--- src/rtl/piano_pkg.sv ---
// Shared mini-piano definitions: note codes, song-table entry layout, sequencer states
// and the note-to-LED decode used by both the sequencer and the controller.
package piano_pkg;

  localparam int unsigned ENTRY_W = 9;
  localparam int unsigned NOTE_HI = 8;
  localparam int unsigned NOTE_LO = 5;
  localparam int unsigned DUR_HI  = 4;
  localparam int unsigned DUR_LO  = 2;
  localparam int unsigned OCT_HI  = 1;
  localparam int unsigned OCT_LO  = 0;

  localparam logic [3:0] NOTE_REST = 4'd0;
  localparam logic [3:0] NOTE_DO   = 4'd1;
  localparam logic [3:0] NOTE_RE   = 4'd2;
  localparam logic [3:0] NOTE_MI   = 4'd3;
  localparam logic [3:0] NOTE_FA   = 4'd4;
  localparam logic [3:0] NOTE_SOL  = 4'd5;
  localparam logic [3:0] NOTE_LA   = 4'd6;
  localparam logic [3:0] NOTE_SI   = 4'd7;
  localparam logic [3:0] NOTE_END  = 4'hF;

  localparam logic [ENTRY_W-1:0] END_ENTRY = {NOTE_END, 5'b0_0000};

  typedef enum logic [2:0] {
    ST_IDLE,
    ST_FETCH,
    ST_PLAY,
    ST_GAP,
    ST_END
  } seq_state_t;

  function automatic logic [ENTRY_W-1:0] make_entry(input logic [3:0] note,
                                                    input logic [2:0] dur,
                                                    input logic [1:0] oct);
    return {note, dur, oct};
  endfunction

  // One-hot LED for do..si; rest, end marker and unused codes light nothing.
  function automatic logic [6:0] led_decode(input logic [3:0] note);
    logic [6:0] leds;
    leds = '0;
    if (note >= NOTE_DO && note <= NOTE_SI) leds = 7'b000_0001 << (note - 4'd1);
    return leds;
  endfunction

endpackage

--- src/rtl/song_rom.sv ---
// Synchronous-read song table addressed by {song, index}; song content lives only here.
module song_rom
  import piano_pkg::*;
#(
  parameter int unsigned NUM_SONGS = 4,
  parameter int unsigned SONG_LEN  = 32
) (
  input  logic                         clk,
  input  logic                         reset,
  input  logic [$clog2(NUM_SONGS)-1:0] song,
  input  logic [$clog2(SONG_LEN)-1:0]  idx,
  output logic [ENTRY_W-1:0]           data
);

  localparam int unsigned IDX_W = $clog2(SONG_LEN);

  // Song 2 fills every slot with no end marker so the length limit terminates it.
  function automatic logic [ENTRY_W-1:0] table_entry(input logic [1:0] s,
                                                     input logic [IDX_W-1:0] i);
    logic [ENTRY_W-1:0] e;
    e = END_ENTRY;
    case (s)
      2'd0: begin
        case (32'(i))
          0:       e = make_entry(NOTE_DO, 3'd1, 2'd1);
          1:       e = make_entry(NOTE_MI, 3'd2, 2'd1);
          default: e = END_ENTRY;
        endcase
      end
      2'd1: begin
        case (32'(i))
          0:       e = make_entry(NOTE_SOL, 3'd0, 2'd2);
          1:       e = make_entry(NOTE_REST, 3'd1, 2'd0);
          2:       e = make_entry(NOTE_LA, 3'd1, 2'd2);
          default: e = END_ENTRY;
        endcase
      end
      2'd2: e = make_entry(4'(32'(i) % 32'd7 + 32'd1), 3'd1, 2'(i));
      default: begin
        case (32'(i))
          0:       e = make_entry(NOTE_SI, 3'd1, 2'd3);
          1:       e = make_entry(NOTE_DO, 3'd2, 2'd0);
          default: e = END_ENTRY;
        endcase
      end
    endcase
    return e;
  endfunction

  always_ff @(posedge clk or negedge reset) begin
    if (!reset) data <= '0;
    else        data <= table_entry(2'(song), idx);
  end

endmodule

--- src/rtl/song_sequencer.sv ---
// Auto-play scheduler: walks the selected song's table and drives note/octave/LEDs,
// sequencing note duration, inter-note gap, pause and next/previous song selection.
module song_sequencer
  import piano_pkg::*;
#(
  parameter int unsigned BEAT_CYCLES = 25_000_000,
  parameter int unsigned GAP_CYCLES  = 2_500_000,
  parameter int unsigned NUM_SONGS   = 4,
  parameter int unsigned SONG_LEN    = 32
) (
  input  logic                         clk,
  input  logic                         reset,
  input  logic                         enable,
  input  logic                         song_next,
  input  logic                         song_prev,
  input  logic                         pause,
  output logic [3:0]                   note_out,
  output logic [1:0]                   octave_out,
  output logic [6:0]                   led_out,
  output logic [$clog2(NUM_SONGS)-1:0] song_idx,
  output logic                         playing,
  output logic                         done
);

  localparam int unsigned SONG_W = $clog2(NUM_SONGS);
  localparam int unsigned IDX_W  = $clog2(SONG_LEN);
  localparam int unsigned POS_W  = IDX_W + 1;
  localparam int unsigned CNT_W  = $clog2(7 * BEAT_CYCLES);

  seq_state_t          state;
  logic [POS_W-1:0]    pos;
  logic [CNT_W-1:0]    cnt;
  logic [3:0]          cur_note;
  logic [1:0]          cur_oct;
  logic [ENTRY_W-1:0]  entry;
  logic                chg_c;
  logic [SONG_W-1:0]   song_new_c;
  logic [SONG_W-1:0]   rd_song_c;
  logic [IDX_W-1:0]    rd_idx_c;

  // Duration loads are elaboration-time constants, so no runtime multiplier.
  function automatic logic [CNT_W-1:0] play_load(input logic [2:0] dur);
    logic [CNT_W-1:0] v;
    case (dur)
      3'd2:    v = CNT_W'(2 * BEAT_CYCLES - 1);
      3'd3:    v = CNT_W'(3 * BEAT_CYCLES - 1);
      3'd4:    v = CNT_W'(4 * BEAT_CYCLES - 1);
      3'd5:    v = CNT_W'(5 * BEAT_CYCLES - 1);
      3'd6:    v = CNT_W'(6 * BEAT_CYCLES - 1);
      3'd7:    v = CNT_W'(7 * BEAT_CYCLES - 1);
      default: v = CNT_W'(BEAT_CYCLES - 1);
    endcase
    return v;
  endfunction

  assign chg_c      = song_next ^ song_prev;
  assign song_new_c = song_next ? song_idx + SONG_W'(1) : song_idx - SONG_W'(1);

  // Present the address of the entry FETCH will consume one cycle ahead, hiding ROM latency.
  always_comb begin
    rd_song_c = song_idx;
    rd_idx_c  = pos[IDX_W-1:0];
    if (chg_c) begin
      rd_song_c = song_new_c;
      rd_idx_c  = '0;
    end else if (state == ST_GAP) begin
      rd_idx_c = pos[IDX_W-1:0] + IDX_W'(1);
    end
  end

  song_rom #(
    .NUM_SONGS (NUM_SONGS),
    .SONG_LEN  (SONG_LEN)
  ) u_rom (
    .clk   (clk),
    .reset (reset),
    .song  (rd_song_c),
    .idx   (rd_idx_c),
    .data  (entry)
  );

  always_ff @(posedge clk or negedge reset) begin
    if (!reset) begin
      state      <= ST_IDLE;
      pos        <= '0;
      cnt        <= '0;
      cur_note   <= NOTE_REST;
      cur_oct    <= '0;
      note_out   <= NOTE_REST;
      octave_out <= '0;
      led_out    <= '0;
      song_idx   <= '0;
      playing    <= 1'b0;
      done       <= 1'b0;
    end else begin
      done <= 1'b0;
      if (chg_c) song_idx <= song_new_c;
      if (!enable || chg_c) begin
        state      <= enable ? ST_FETCH : ST_IDLE;
        pos        <= '0;
        cnt        <= '0;
        note_out   <= NOTE_REST;
        octave_out <= '0;
        led_out    <= '0;
        playing    <= 1'b0;
      end else begin
        case (state)
          ST_IDLE: begin
            state <= ST_FETCH;
            pos   <= '0;
          end
          ST_FETCH: begin
            if (pos == POS_W'(SONG_LEN) || entry[NOTE_HI:NOTE_LO] == NOTE_END) begin
              state <= ST_END;
              done  <= 1'b1;
            end else begin
              state      <= ST_PLAY;
              cur_note   <= entry[NOTE_HI:NOTE_LO];
              cur_oct    <= entry[OCT_HI:OCT_LO];
              note_out   <= entry[NOTE_HI:NOTE_LO];
              octave_out <= entry[OCT_HI:OCT_LO];
              led_out    <= led_decode(entry[NOTE_HI:NOTE_LO]);
              cnt        <= play_load(entry[DUR_HI:DUR_LO]);
              playing    <= 1'b1;
            end
          end
          ST_PLAY: begin
            if (pause) begin
              note_out   <= NOTE_REST;
              octave_out <= '0;
              led_out    <= '0;
            end else if (cnt == '0) begin
              state      <= ST_GAP;
              cnt        <= CNT_W'(GAP_CYCLES - 1);
              note_out   <= NOTE_REST;
              octave_out <= '0;
              led_out    <= '0;
            end else begin
              cnt        <= cnt - CNT_W'(1);
              note_out   <= cur_note;
              octave_out <= cur_oct;
              led_out    <= led_decode(cur_note);
            end
          end
          ST_GAP: begin
            if (!pause) begin
              if (cnt == '0) begin
                state   <= ST_FETCH;
                pos     <= pos + POS_W'(1);
                playing <= 1'b0;
              end else begin
                cnt <= cnt - CNT_W'(1);
              end
            end
          end
          ST_END: begin
            state <= ST_END;
          end
          default: state <= ST_IDLE;
        endcase
      end
    end
  end

endmodule
--- config.mk ---
export PLATFORM = sky130hd
export DESIGN_NAME = song_sequencer
export DESIGN_NICKNAME = d
export VERILOG_FILES = /design/src/rtl/piano_pkg.sv /design/src/rtl/song_rom.sv /design/src/rtl/song_sequencer.sv
export SDC_FILE = /design/constraint.sdc
export NUM_CORES = 1
export LEC_CHECK = 0
export ABC_CLOCK_PERIOD_IN_PS = 5000
export BUFFER_PORTS_ARGS = -buffer_cell sky130_fd_sc_hd__buf_4
export CORE_MARGIN = 3
export CORE_UTILIZATION = 37
export DETAILED_ROUTE_END_ITERATION = 10
export PLACE_DENSITY = 0.53
export RECOVER_POWER = 25
export SLEW_MARGIN = 10
export SYNTH_ARGS = -nofsm -noshare
export SYNTH_HDL_FRONTEND = slang
export SYNTH_HIERARCHICAL = 1
export SYNTH_SLANG_ARGS = --single-unit
--- constraint.sdc ---
create_clock -name clk -period 5 [get_ports clk]
set_input_delay 0.5 -clock clk [delete_from_list [all_inputs] [get_ports clk]]
set_output_delay 0.5 -clock clk [all_outputs]
set_load 0.01 [all_outputs]
==> results of run 1 <==
layout by cell type (no fill, tap or decap), types with 5 or more instances in the layout:
cell / n
inv_1: 12
nand3_1: 27
a21oi_1: 28
nand2b_1: 5
buf_4: 28
ha_1: 8
and3_1: 5
o21ai_1: 10
xor2_1: 6
o31ai_1: 7
o21ai_0: 34
nor2_1: 43
nand3b_1: 7
clkbuf_16: 9
nor3_1: 18
nand2_1: 85
xnor2_1: 7
dfrtp_1: 68
nor2b_1: 8
nand4_1: 5
a31oi_1: 10
o21a_1: 8
nor4_1: 8
a32o_1: 8
or3_1: 9
sequential cells by signal (all words and copies together) (netlist names):
name / cells
octave_out: 2
cur_oct: 2
u_rom/data: 8
note_out: 4
led_out: 7
state: 3
cur_note: 4
cnt: 28
playing: 1
pos: 6
song_idx: 2
done: 1
layer usage:
layer  part of all wire, %  routed length, um
met5                     0                  0
met4                   2.8                360
met3                   4.9                623
met2                    45               5720
met1                    48               6120
final timing paths:
path,startpoint,to,slack (ns),cells after the start
max,state[2]$_DFFE_PN0P_,u_rom/data[7]$_DFF_PN0_,0.74,17
min,u_rom/data[1]$_DFF_PN0_,cur_oct[1]$_DFFE_PN0P_,0.47,2
min reg2reg,u_rom/data[1]$_DFF_PN0_,cur_oct[1]$_DFFE_PN0P_,0.47,2
max in group asynchronous,reset,u_rom/data[2]$_DFF_PN0_,1.37,1
min in group asynchronous,reset,note_out[0]$_DFFE_PN0P_,1.46,1
max reg2reg,state[2]$_DFFE_PN0P_,u_rom/data[7]$_DFF_PN0_,0.74,17
area by class of cell:
cell class,instances,area share [%]
multi-input combinational,435,52.4
sequential,68,33.4
clock buffer,13,4.91
timing repair buffer,29,4.20
tap,143,3.51
inverter,12,0.883
clock inverter,2,0.687
cell usage after synthesis (3+ instances only):
master | count | area [um2]
and2_1 | 4 | 25.0
nand4_1 | 5 | 31.3
a22o_1 | 3 | 26.3
nor3_1 | 18 | 90.1
nand3b_1 | 7 | 52.6
o22ai_1 | 3 | 18.8
o211ai_1 | 3 | 22.5
or4_1 | 3 | 22.5
a32o_1 | 8 | 80.1
nor3_2 | 3 | 30.0
o32ai_1 | 3 | 26.3
a31oi_1 | 10 | 62.6
nor4_2 | 3 | 37.5
o31ai_1 | 7 | 52.6
xnor2_1 | 7 | 61.3
inv_1 | 12 | 45.0
and3_1 | 5 | 31.3
xor2_1 | 6 | 52.6
nor4_1 | 8 | 50.1
o22a_1 | 3 | 26.3
a21oi_2 | 3 | 26.3
ha_1 | 8 | 100
dfrtp_1 | 68 | 1700
nand3_1 | 27 | 135
a21oi_1 | 28 | 140
nand2b_1 | 5 | 31.3
o21ai_0 | 34 | 170
a311oi_1 | 4 | 35.0
o21a_1 | 8 | 60.1
nor2_1 | 43 | 161
nor3b_1 | 4 | 30.0
nor2b_1 | 8 | 50.1
or3_1 | 9 | 56.3
mux2i_1 | 3 | 30.0
nand2_1 | 85 | 319
buf_2 | 10 | 50.1
o21ai_1 | 10 | 50.1
o31a_1 | 3 | 26.3
clkbuf_1 | 15 | 56.3
stage by stage:
step / total power (uW) / area [um2] / hold slack, ns / util (%) / std cells
after floorplan: 1250 / 4540 / 0.204 / - / 542
after global placement: 1450 / 4820 / 0.455 / 41.1 / 687
after detailed placement: 1460 / 4820 / 0.458 / 41.1 / 687
after CTS: 2100 / 5100 / 0.332 / 43.6 / 702
after global routing: 2220 / 5100 / 0.510 / 43.5 / 702
final: 2090 / 5100 / 0.469 / 43.5 / 702
power breakdown:
part           switching [uW]  internal [uW]  total (uW)
sequential                113            641         755
combinational             454            255         710
clock                     229            397         626
cell families after synthesis:
family	after synthesis	share of synthesized area (%)
other cells	1	0.0826
xor+xnor	13	2.51
mux	5	1.16
compound gates	154	22.9
flops	68	37.5
buf+inv	39	3.58
fa+ha+maj	8	2.21
simple gates	254	30.0
tightest hold or removal path, delay by kind of cell (launching register included):
kind	cells	cell delay (ns)
flops	1	0.32
simple gates	2	0.12
==> reports/metrics.csv, run 1 <==
metric,value,unit
status,"complete, but fails checks",
failed_checks,"max-capacitance violations, max-slew violations",
worst_clock_skew,0.00763,ns
slew_viol_final,69,
num-nets-final,569,
fin_crit_sh,85.1,%
area_growth,12.4,%
synth_edf_count,0,
htreeDepth,3,
tightest_slew,3.78,ns
avgSynthCellArea,8.37,um2
final.setup.worst_slack,0.745,ns
fp-row-count,39,
num_vias,4208,
crit_type,flip-flop to flip-flop,
grt.met1_usage,27.9,%
crit_path_end_kind,flip-flop,
clockBufferDepth,2,
portBuffers,22,
die_w,117,um
grt_overflow_total,0,
syn_area,4540,um2
yosys_warnings,6,
synthCells,542,
timing.setup.tns,0,ns
first_iter_violations,310,
gp_congestion,0.843,
maxCapViolCount,1,
maxSlewHeadroom,-152,%
synth-seq-cells,68,
setup_violations,0,
hold_path_class,flip-flop to flip-flop,
globalRouteMet2Util,30.0,%
die_area,13600,um2
grt_pass1_vias,4076,
clk_pin_slew,0.06,ns
ios,23,
register_area,1700,um2
die_h,117,um
cpLargestDelayFamily,compound AO/OA/AOI/OAI gates,
synth_ff_type,dfrtp_1,
antenna_found_initial,0,
grt_usage,19.8,%
cp_cell_sequence,nor2b_1 > nand2_1 > or3_1 > a21oi_1 > buf_4 > a21boi_0 > ha_1 > and2_1 > o31ai_1 > a21oi_1 > ha_1 > a21oi_2 > mux2_2 > ha_1 > xor2_1 > a21oi_1 > o21ai_0,
rsz0062_at_grt,no,
use_met3,3.06,%
fmax,0.235,GHz
place_hpwl,8.96,mm
wirelength,12.8,mm
cp_data_required_time,5.17,ns
start_util,38.7,%
post-place-ws,0.768,ns
ys_seq_area_share,37.5,%
grt_max_degree,69,
drc,0,
grt_pass1_wl,21.2,mm
finalHoldViolCount,0,
p_leak,0.00220,uW
first_pass_iters,5,
syn_nets,556,
cts_tree,built,
n_fill_cell,1185,
cpMaxStageDelayCell,dfrtp_1,
postSynth.asyncResetShare,100,%
powerDensity,410,nW/um2
top_usage_layer,met2,
clkLatencyLatePin,0.33,ns
drtAntennaViolNets,0,
clockRootBuffer,clkbuf_16,
cts_hold_buf,0,
clkSinkCount,68,
ys_types,76,
avgRoutedWirePerCell,18.3,um
cts_resized,0,
drive_gt1_share,12.0,%
vdd_drop_max,0.186,mV
vias_per_cell,5.99,
diodes,0,
cp-start-kind,flip-flop,
crit_buf_inv,1,
multi_input_area,2670,um2
cp_max_fo,14,
fp.coreArea,11700,um2
cts-buffers-inserted,9,
critPathMaxStageDelay,0.50,ns
period_minus_slack,4.26,ns
cts_setup_buffers,0,
cp.arrival,4.43,ns
Note: power is estimated with default switching activity, not from simulation.
==> run 2, diff against run 1 <==
CTS_BUF_LIST = sky130_fd_sc_hd__clkbuf_4 sky130_fd_sc_hd__clkbuf_8 sky130_fd_sc_hd__clkbuf_16   (was default)
==> run 2 against run 1 <==
  * The flow still finishes with violations (max-capacitance violations, max-slew violations)
  * Sequential share of layout area down 0.074 points
  * Largest power group unchanged
  * First-iteration DRC count is 35% higher
  * Global-route usage is the same
  * Sequential power about the same
  * Fmax decreased by 0.19%
  * Cell count did not move
  * Non-clock buffer count did not move
  * Register-to-register slack about the same
  * Via count shrank 0.67%
  * Die area unchanged
  * Flip-flop and latch count is the same
==> reports/metrics.csv, run 2 (same netlist as run 1, synthesis figures left out) <==
metric,value,unit,change
die_area,13600,um2,unchanged
slew_viol_final,69,,unchanged
avgRoutedWirePerCell,18.3,um,about the same
area_growth,12.6,%,was 12.4%
period_minus_slack,4.26,ns,about the same
ios,23,,unchanged
tightest_slew,3.81,ns,was 3.78 ns
fmax,0.235,GHz,about the same
start_util,38.7,%,unchanged
mostFrequentLayoutCell,nand2_1,,unchanged
cp_max_fo,14,,unchanged
grt_overflow_total,0,,unchanged
timing.setup.tns,0,ns,unchanged
antenna_found_initial,0,,unchanged
postLayoutCoreUtil,43.6,%,was 43.5%
die_h,117,um,unchanged
first_pass_iters,5,,unchanged
fin_crit_sh,85.3,%,was 85.1%
maxCapViolCount,1,,unchanged
num_vias,4180,,was 4208
drtAntennaViolNets,0,,unchanged
cts_tree,built,,unchanged
rsz0062_at_grt,no,,unchanged
clockBufferDepth,2,,unchanged
powerDensity,413,nW/um2,was 410 nW/um2
num-nets-final,569,,unchanged
p_leak,0.00221,uW,was 0.00220 uW
clk_pin_slew,0.06,ns,about the same
clkSinkCount,68,,unchanged
diodes,0,,unchanged
grt_usage,19.8,%,unchanged
cts_hold_buf,0,,unchanged
worst_clock_skew,0.00755,ns,was 0.00763 ns
place_hpwl,8.96,mm,unchanged
grt_max_degree,69,,unchanged
finalHoldViolCount,0,,unchanged
vdd_drop_max,0.186,mV,about the same
cts_resized,0,,unchanged
clkLatencyLatePin,0.33,ns,about the same
first_iter_violations,419,,was 310
die_w,117,um,unchanged
wirelength,12.8,mm,about the same
wl_met2,5.78,mm,was 5.72 mm
failed_checks,"max-capacitance violations, max-slew violations",,unchanged
crit_path_end_kind,flip-flop,,unchanged
cts_setup_buffers,0,,unchanged
portBuffers,22,,unchanged
fp.coreArea,11700,um2,unchanged
crit_type,flip-flop to flip-flop,,unchanged
route.met3.wl,560,um,was 623 um
regMostFlops,cnt,,unchanged
grt_pass1_wl,21.2,mm,unchanged
hold_path_class,flip-flop to flip-flop,,unchanged
setup_violations,0,,unchanged
drive_gt1_share,12.5,%,was 12.0%
n_fill_cell,1182,,was 1185
highest-signal-layer,met4,,unchanged
gp_congestion,0.843,,unchanged
final.setup.worst_slack,0.737,ns,was 0.745 ns
vias_per_cell,5.95,,was 5.99
most-common-layout-cells,"nand2_1, dfrtp_1, nor2_1, o21ai_0",,unchanged
fp-row-count,39,,unchanged
m1WireLength,6.15,mm,was 6.12 mm
cp.arrival,4.43,ns,about the same
largest_reg_flops,28,,unchanged
grt_pass1_vias,4074,,was 4076
cp-start-kind,flip-flop,,unchanged
htreeDepth,3,,unchanged
drc,0,,unchanged
post-place-ws,0.768,ns,unchanged
top_regs,"cnt x28, u_rom/data x8, led_out x7",,unchanged
maxSlewHeadroom,-154,%,was -152%
cp_data_required_time,5.17,ns,about the same
status,"complete, but fails checks",,unchanged
clockRootBuffer,clkbuf_16,,unchanged
cts-buffers-inserted,9,,unchanged
## run 2: cell counts in the layout (fill, tap and decap cells not counted)
Identical to the previous run, type by type.
## run 2: power breakdown
part | internal [uW] | switching, uW | total (uW)
registers | 641 | 114 | 755
logic | 255 | 455 | 710
clock network | 413 | 231 | 644
## run 2: routing by layer
metal	GRT usage, %	vias up
met4	8.79	0
li1	-	2034
met1	27.9	2009
met2	30.0	109
met5	0	-
met3	3.06	28
## run 2: final cells by class
cell class / instances / area [um2] / area share, %
multi-input cells: 435 / 2670 / 52.3
flip-flops and latches: 68 / 1700 / 33.3
clock buffers: 13 / 262 / 5.12
repair buffers: 29 / 214 / 4.19
well taps: 143 / 179 / 3.50
inverters: 12 / 45.0 / 0.881
clock inverters: 2 / 35.0 / 0.686
## run 2: worst max-delay path, cell delays in order, from the launching register on
cell and delay (ns):
dfrtp_1 0.50, nor2b_1 0.19, nand2_1 0.24, or3_1 0.42, a21oi_1 0.15, buf_4 0.20, a21boi_0 0.11, ha_1 0.27
and2_1 0.20, o31ai_1 0.19, a21oi_1 0.09, ha_1 0.25, a21oi_2 0.31, mux2_2 0.39, ha_1 0.20, xor2_1 0.16
a21oi_1 0.13, o21ai_0 0.09
## run 2: through the flow
| stage | std cells | power, uW | cell area (um2) | hold slack, ns |
|---|---|---|---|---|
| 2_1_floorplan | 542 | 1250 | 4540 | 0.204 |
| 3_3_place_gp | 687 | 1450 | 4820 | 0.455 |
| 3_5_place_dp | 687 | 1460 | 4820 | 0.458 |
| 4_1_cts | 702 | 2110 | 5110 | 0.332 |
| 5_1_grt | 702 | 2230 | 5110 | 0.510 |
| 6_report | 702 | 2110 | 5110 | 0.469 |
## run 2: final timing paths
check                                        startpoint                 endpoint  slack [ns]  cells after the start
worst max-delay path               state[2]$_DFFE_PN0P_  u_rom/data[7]$_DFF_PN0_        0.74                     17
worst min register to register  u_rom/data[1]$_DFF_PN0_   cur_oct[1]$_DFFE_PN0P_        0.47                      2
max in group asynchronous                         reset  u_rom/data[2]$_DFF_PN0_        1.34                      1
worst max register to register     state[2]$_DFFE_PN0P_  u_rom/data[7]$_DFF_PN0_        0.74                     17
worst min-delay path            u_rom/data[1]$_DFF_PN0_   cur_oct[1]$_DFFE_PN0P_        0.47                      2
min in group asynchronous                         reset  note_out[0]$_DFFE_PN0P_        1.48                      1
==> run 3, diff against run 2 <==
SYNTH_HIERARCHICAL = default   (was 1)
==> run 3 against run 2 <==
  * The flow still finishes with violations (max-capacitance violations, max-slew violations)
  * Core utilization decreased by 0.49 points
  * Synthesized area decreased by 3.6%
  * Cell count decreased by 4.4%
  * Register-to-register slack got worse by 0.11 ns
  * Sequential power decreased by 1%
  * Hold slack got worse by 0.072 ns
  * Clock power about the same
  * Die area decreased by 3.5%
  * Flip-flop and latch count unchanged
  * Largest cell class unchanged
==> reports/metrics.csv, run 3 <==
metric,value,unit,change
r2r_cells,18,,was 17
ys_seq_area_share,38.9,%,was 37.5%
gp_congestion,0.801,,was 0.843
num-nets-final,538,,was 569
crit_path_start,state[1]$_DFFE_PN0P_,,was state[2]$_DFFE_PN0P_
clk_pin_slew,0.06,ns,about the same
cts_hold_buf,0,,unchanged
diodes,0,,unchanged
rrSetupSlack,0.63,ns,was 0.74 ns
powerDensity,391,nW/um2,was 413 nW/um2
crit_type,flip-flop to flip-flop,,unchanged
setup_violations,0,,unchanged
synth_xor_area_share,1.77,%,was 2.51%
htreeDepth,3,,unchanged
drc,0,,unchanged
cp_max_fo,14,,unchanged
r2r_end,u_rom.data[6]$_DFF_PN0_,,was u_rom/data[7]$_DFF_PN0_
fp-row-count,39,,unchanged
die_h,115,um,was 117 um
ios,23,,unchanged
ys_types,71,,was 76
yosys_warnings,0,,was 6
maxCapViolCount,1,,unchanged
regMostFlops,cnt,,unchanged
worst_clock_skew,0.00701,ns,was 0.00755 ns
synth-simple-area-share,24.1,%,was 30.0%
syn_area,4370,um2,was 4540 um2
clockBufferDepth,2,,unchanged
maxSlewHeadroom,-152,%,was -154%
synth_most_common_cell,dfrtp_1,,was nand2_1
vdd_drop_max,0.320,mV,was 0.186 mV
n_fill_cell,1129,,was 1182
cts_setup_buffers,0,,unchanged
drive_gt1_share,13.3,%,was 12.5%
status,"complete, but fails checks",,unchanged
failed_checks,"max-capacitance violations, max-slew violations",,unchanged
grt_overflow_total,0,,unchanged
cts_resized,0,,unchanged
clkLatencyLatePin,0.34,ns,was 0.33 ns
cp.arrival,4.54,ns,was 4.43 ns
hold_path_class,primary input to flip-flop,,was flip-flop to flip-flop
mostFrequentLayoutCell,dfrtp_1,,was nand2_1
avgSynthCellArea,8.57,um2,was 8.37 um2
clockRootBuffer,clkbuf_16,,unchanged
vias_per_cell,5.76,,was 5.95
syn_nets,525,,was 556
fin_crit_sh,87.5,%,was 85.3%
grt_usage,18.1,%,was 19.8%
cp_data_required_time,5.17,ns,about the same
cts-buffers-inserted,9,,unchanged
synthCells,510,,was 542
netlist_top_cells_count,"dfrtp_1, nor2_1, o21ai_0",,"was nand2_1, dfrtp_1, nor2_1"
slew_viol_final,69,,unchanged
finalHoldViolCount,0,,unchanged
largest_reg_flops,28,,unchanged
cts_tree,built,,unchanged
area_growth,13.1,%,was 12.6%
crit_path_end_kind,flip-flop,,unchanged
die_w,115,um,was 117 um
synth_edf_count,0,,unchanged
synthTopCellsByArea,"dfrtp_1, o21ai_0, nor2_1, nand2_1, a21oi_1",,"was dfrtp_1, nand2_1, o21ai_0, nor2_1, a21oi_1"
rsz0062_at_grt,no,,unchanged
first_iter_violations,313,,was 419
synth_mux_area_share,2.52,%,was 1.16%
endpoint,u_rom.data[6]$_DFF_PN0_,,was u_rom/data[7]$_DFF_PN0_
fmax,0.229,GHz,was 0.235 GHz
synth_compound_area_share,26.0,%,was 22.9%
postSynth.asyncResetShare,100,%,unchanged
most-common-layout-cells,"dfrtp_1, nor2_1, o21ai_0, nand2_1, a21oi_1",,"was nand2_1, dfrtp_1, nor2_1, o21ai_0"
postLayoutCoreUtil,43.1,%,was 43.6%
wirelength,11.5,mm,was 12.8 mm
top_regs,"cnt x28, u_rom.data x8, led_out x7",,"was cnt x28, u_rom/data x8, led_out x7"
grt_pass1_vias,3804,,was 4074
synth_ff_type,dfrtp_1,,unchanged
yosys.area.top_type,dfrtp_1,,unchanged
r2r_start,state[1]$_DFFE_PN0P_,,was state[2]$_DFFE_PN0P_
grt_pass1_wl,19.0,mm,was 21.2 mm
drtAntennaViolNets,0,,unchanged
period_minus_slack,4.37,ns,was 4.26 ns
num_vias,3867,,was 4180
timing.setup.tns,0,ns,unchanged
clkSinkCount,68,,unchanged
synth-adder-area-share,2.58,%,was 2.21%
portBuffers,22,,unchanged
first_pass_iters,4,,was 5
start_util,38.1,%,was 38.7%
synth_top_area_share,38.9,%,was 37.5%
place_hpwl,8.01,mm,was 8.96 mm
cp-start-kind,flip-flop,,unchanged
tightest_slew,3.78,ns,was 3.81 ns
avgRoutedWirePerCell,17.1,um,was 18.3 um
p_leak,0.00207,uW,was 0.00221 uW
synth_top_family_by_area,compound AO/OA/AOI/OAI gates,,was simple AND/OR/NAND/NOR gates
antenna_found_initial,0,,unchanged
synth-seq-cells,68,,unchanged
die_area,13200,um2,was 13600 um2
grt_max_degree,69,,unchanged
fp.coreArea,11500,um2,was 11700 um2
[run 3: changes by cell type after synthesis, sizes merged, moves of 7 or more]
cell,before,now
nand2,86,47
nand3,28,10
nor2,43,57
a211oi,1,11
o21ai,45,54
a32o,9,2
[run 3: how the worst min path moves through the flow]
stage,start,endpoint,slack (ns),cells after the start
2_1_floorplan,reset,cnt[0]$_DFFE_PN0P_,0.20,0
3_3_place_gp,cnt[15]$_DFFE_PN0P_,cnt[15]$_DFFE_PN0P_,0.49,2
3_5_place_dp,cnt[11]$_DFFE_PN0P_,cnt[11]$_DFFE_PN0P_,0.48,1
4_1_cts,reset,cnt[15]$_DFFE_PN0P_,0.34,1
5_1_grt,enable,state[0]$_DFFE_PN0P_,0.41,2
6_report,enable,state[0]$_DFFE_PN0P_,0.40,2
[run 3: kinds of logic (layout without fill, tap and decap cells)]
| family | count (synthesis) | count (layout) |
|---|---|---|
| AND/OR/NAND/NOR | 201 | 201 |
| AO/OA/AOI/OAI | 171 | 171 |
| flip-flops | 68 | 68 |
| buffers and inverters | 43 | 61 |
| multiplexers | 10 | 10 |
| adder cells (fa/ha/maj) | 9 | 9 |
| XOR/XNOR | 8 | 8 |
[run 3: area by class of cell]
class / count / area, um2 / area share, %
Clock inverter: 7 / 75.1 / 1.52
Multi-Input combinational cell: 399 / 2500 / 50.5
Timing Repair Buffer: 28 / 206 / 4.17
Tap cell: 143 / 179 / 3.62
Inverter: 17 / 63.8 / 1.29
Sequential cell: 68 / 1700 / 34.4
Clock buffer: 9 / 225 / 4.55
[run 3: routing by layer]
metal	part of all wire (%)	track usage (%)	routed length, um
met1	48	23.7	5460
met2	50	30.6	5720
met3	1.7	3.59	201
met4	0.91	5.01	105
met5	0	0	0
[run 3: metrics by stage]
stage	total power [uW]	instance area [um2]	hold WS [ns]	std cells	setup WS [ns]
after floorplan	1120	4370	0.204	510	1.19
after global placement	1290	4650	0.491	655	0.850
after detailed placement	1300	4650	0.483	655	0.689
after CTS	1960	4950	0.341	671	0.698
after global routing	2060	4950	0.406	671	0.321
final	1930	4950	0.397	671	0.627
[run 3: critical path: stages (launching register included)]
cell      delay, ns
dfrtp_1        0.57
nand3b_1       0.24
mux2_2         0.29
o21ai_2        0.12
a21oi_1        0.20
ha_1           0.21
inv_1          0.06
a211o_1        0.31
o22ai_1        0.32
nor2_1         0.07
a21oi_1        0.24
ha_1           0.30
inv_1          0.05
o21ai_0        0.23
nand2b_1       0.19
mux2_2         0.35
ha_1           0.29
nor2_1         0.10
a221oi_1       0.06
[run 3: power by group]
part / internal (uW) / switching, uW / total (uW)
logic: 214 / 332 / 546
registers: 646 / 98.3 / 744
clock network: 387 / 255 / 642
total: 1250 / 685 / 1930
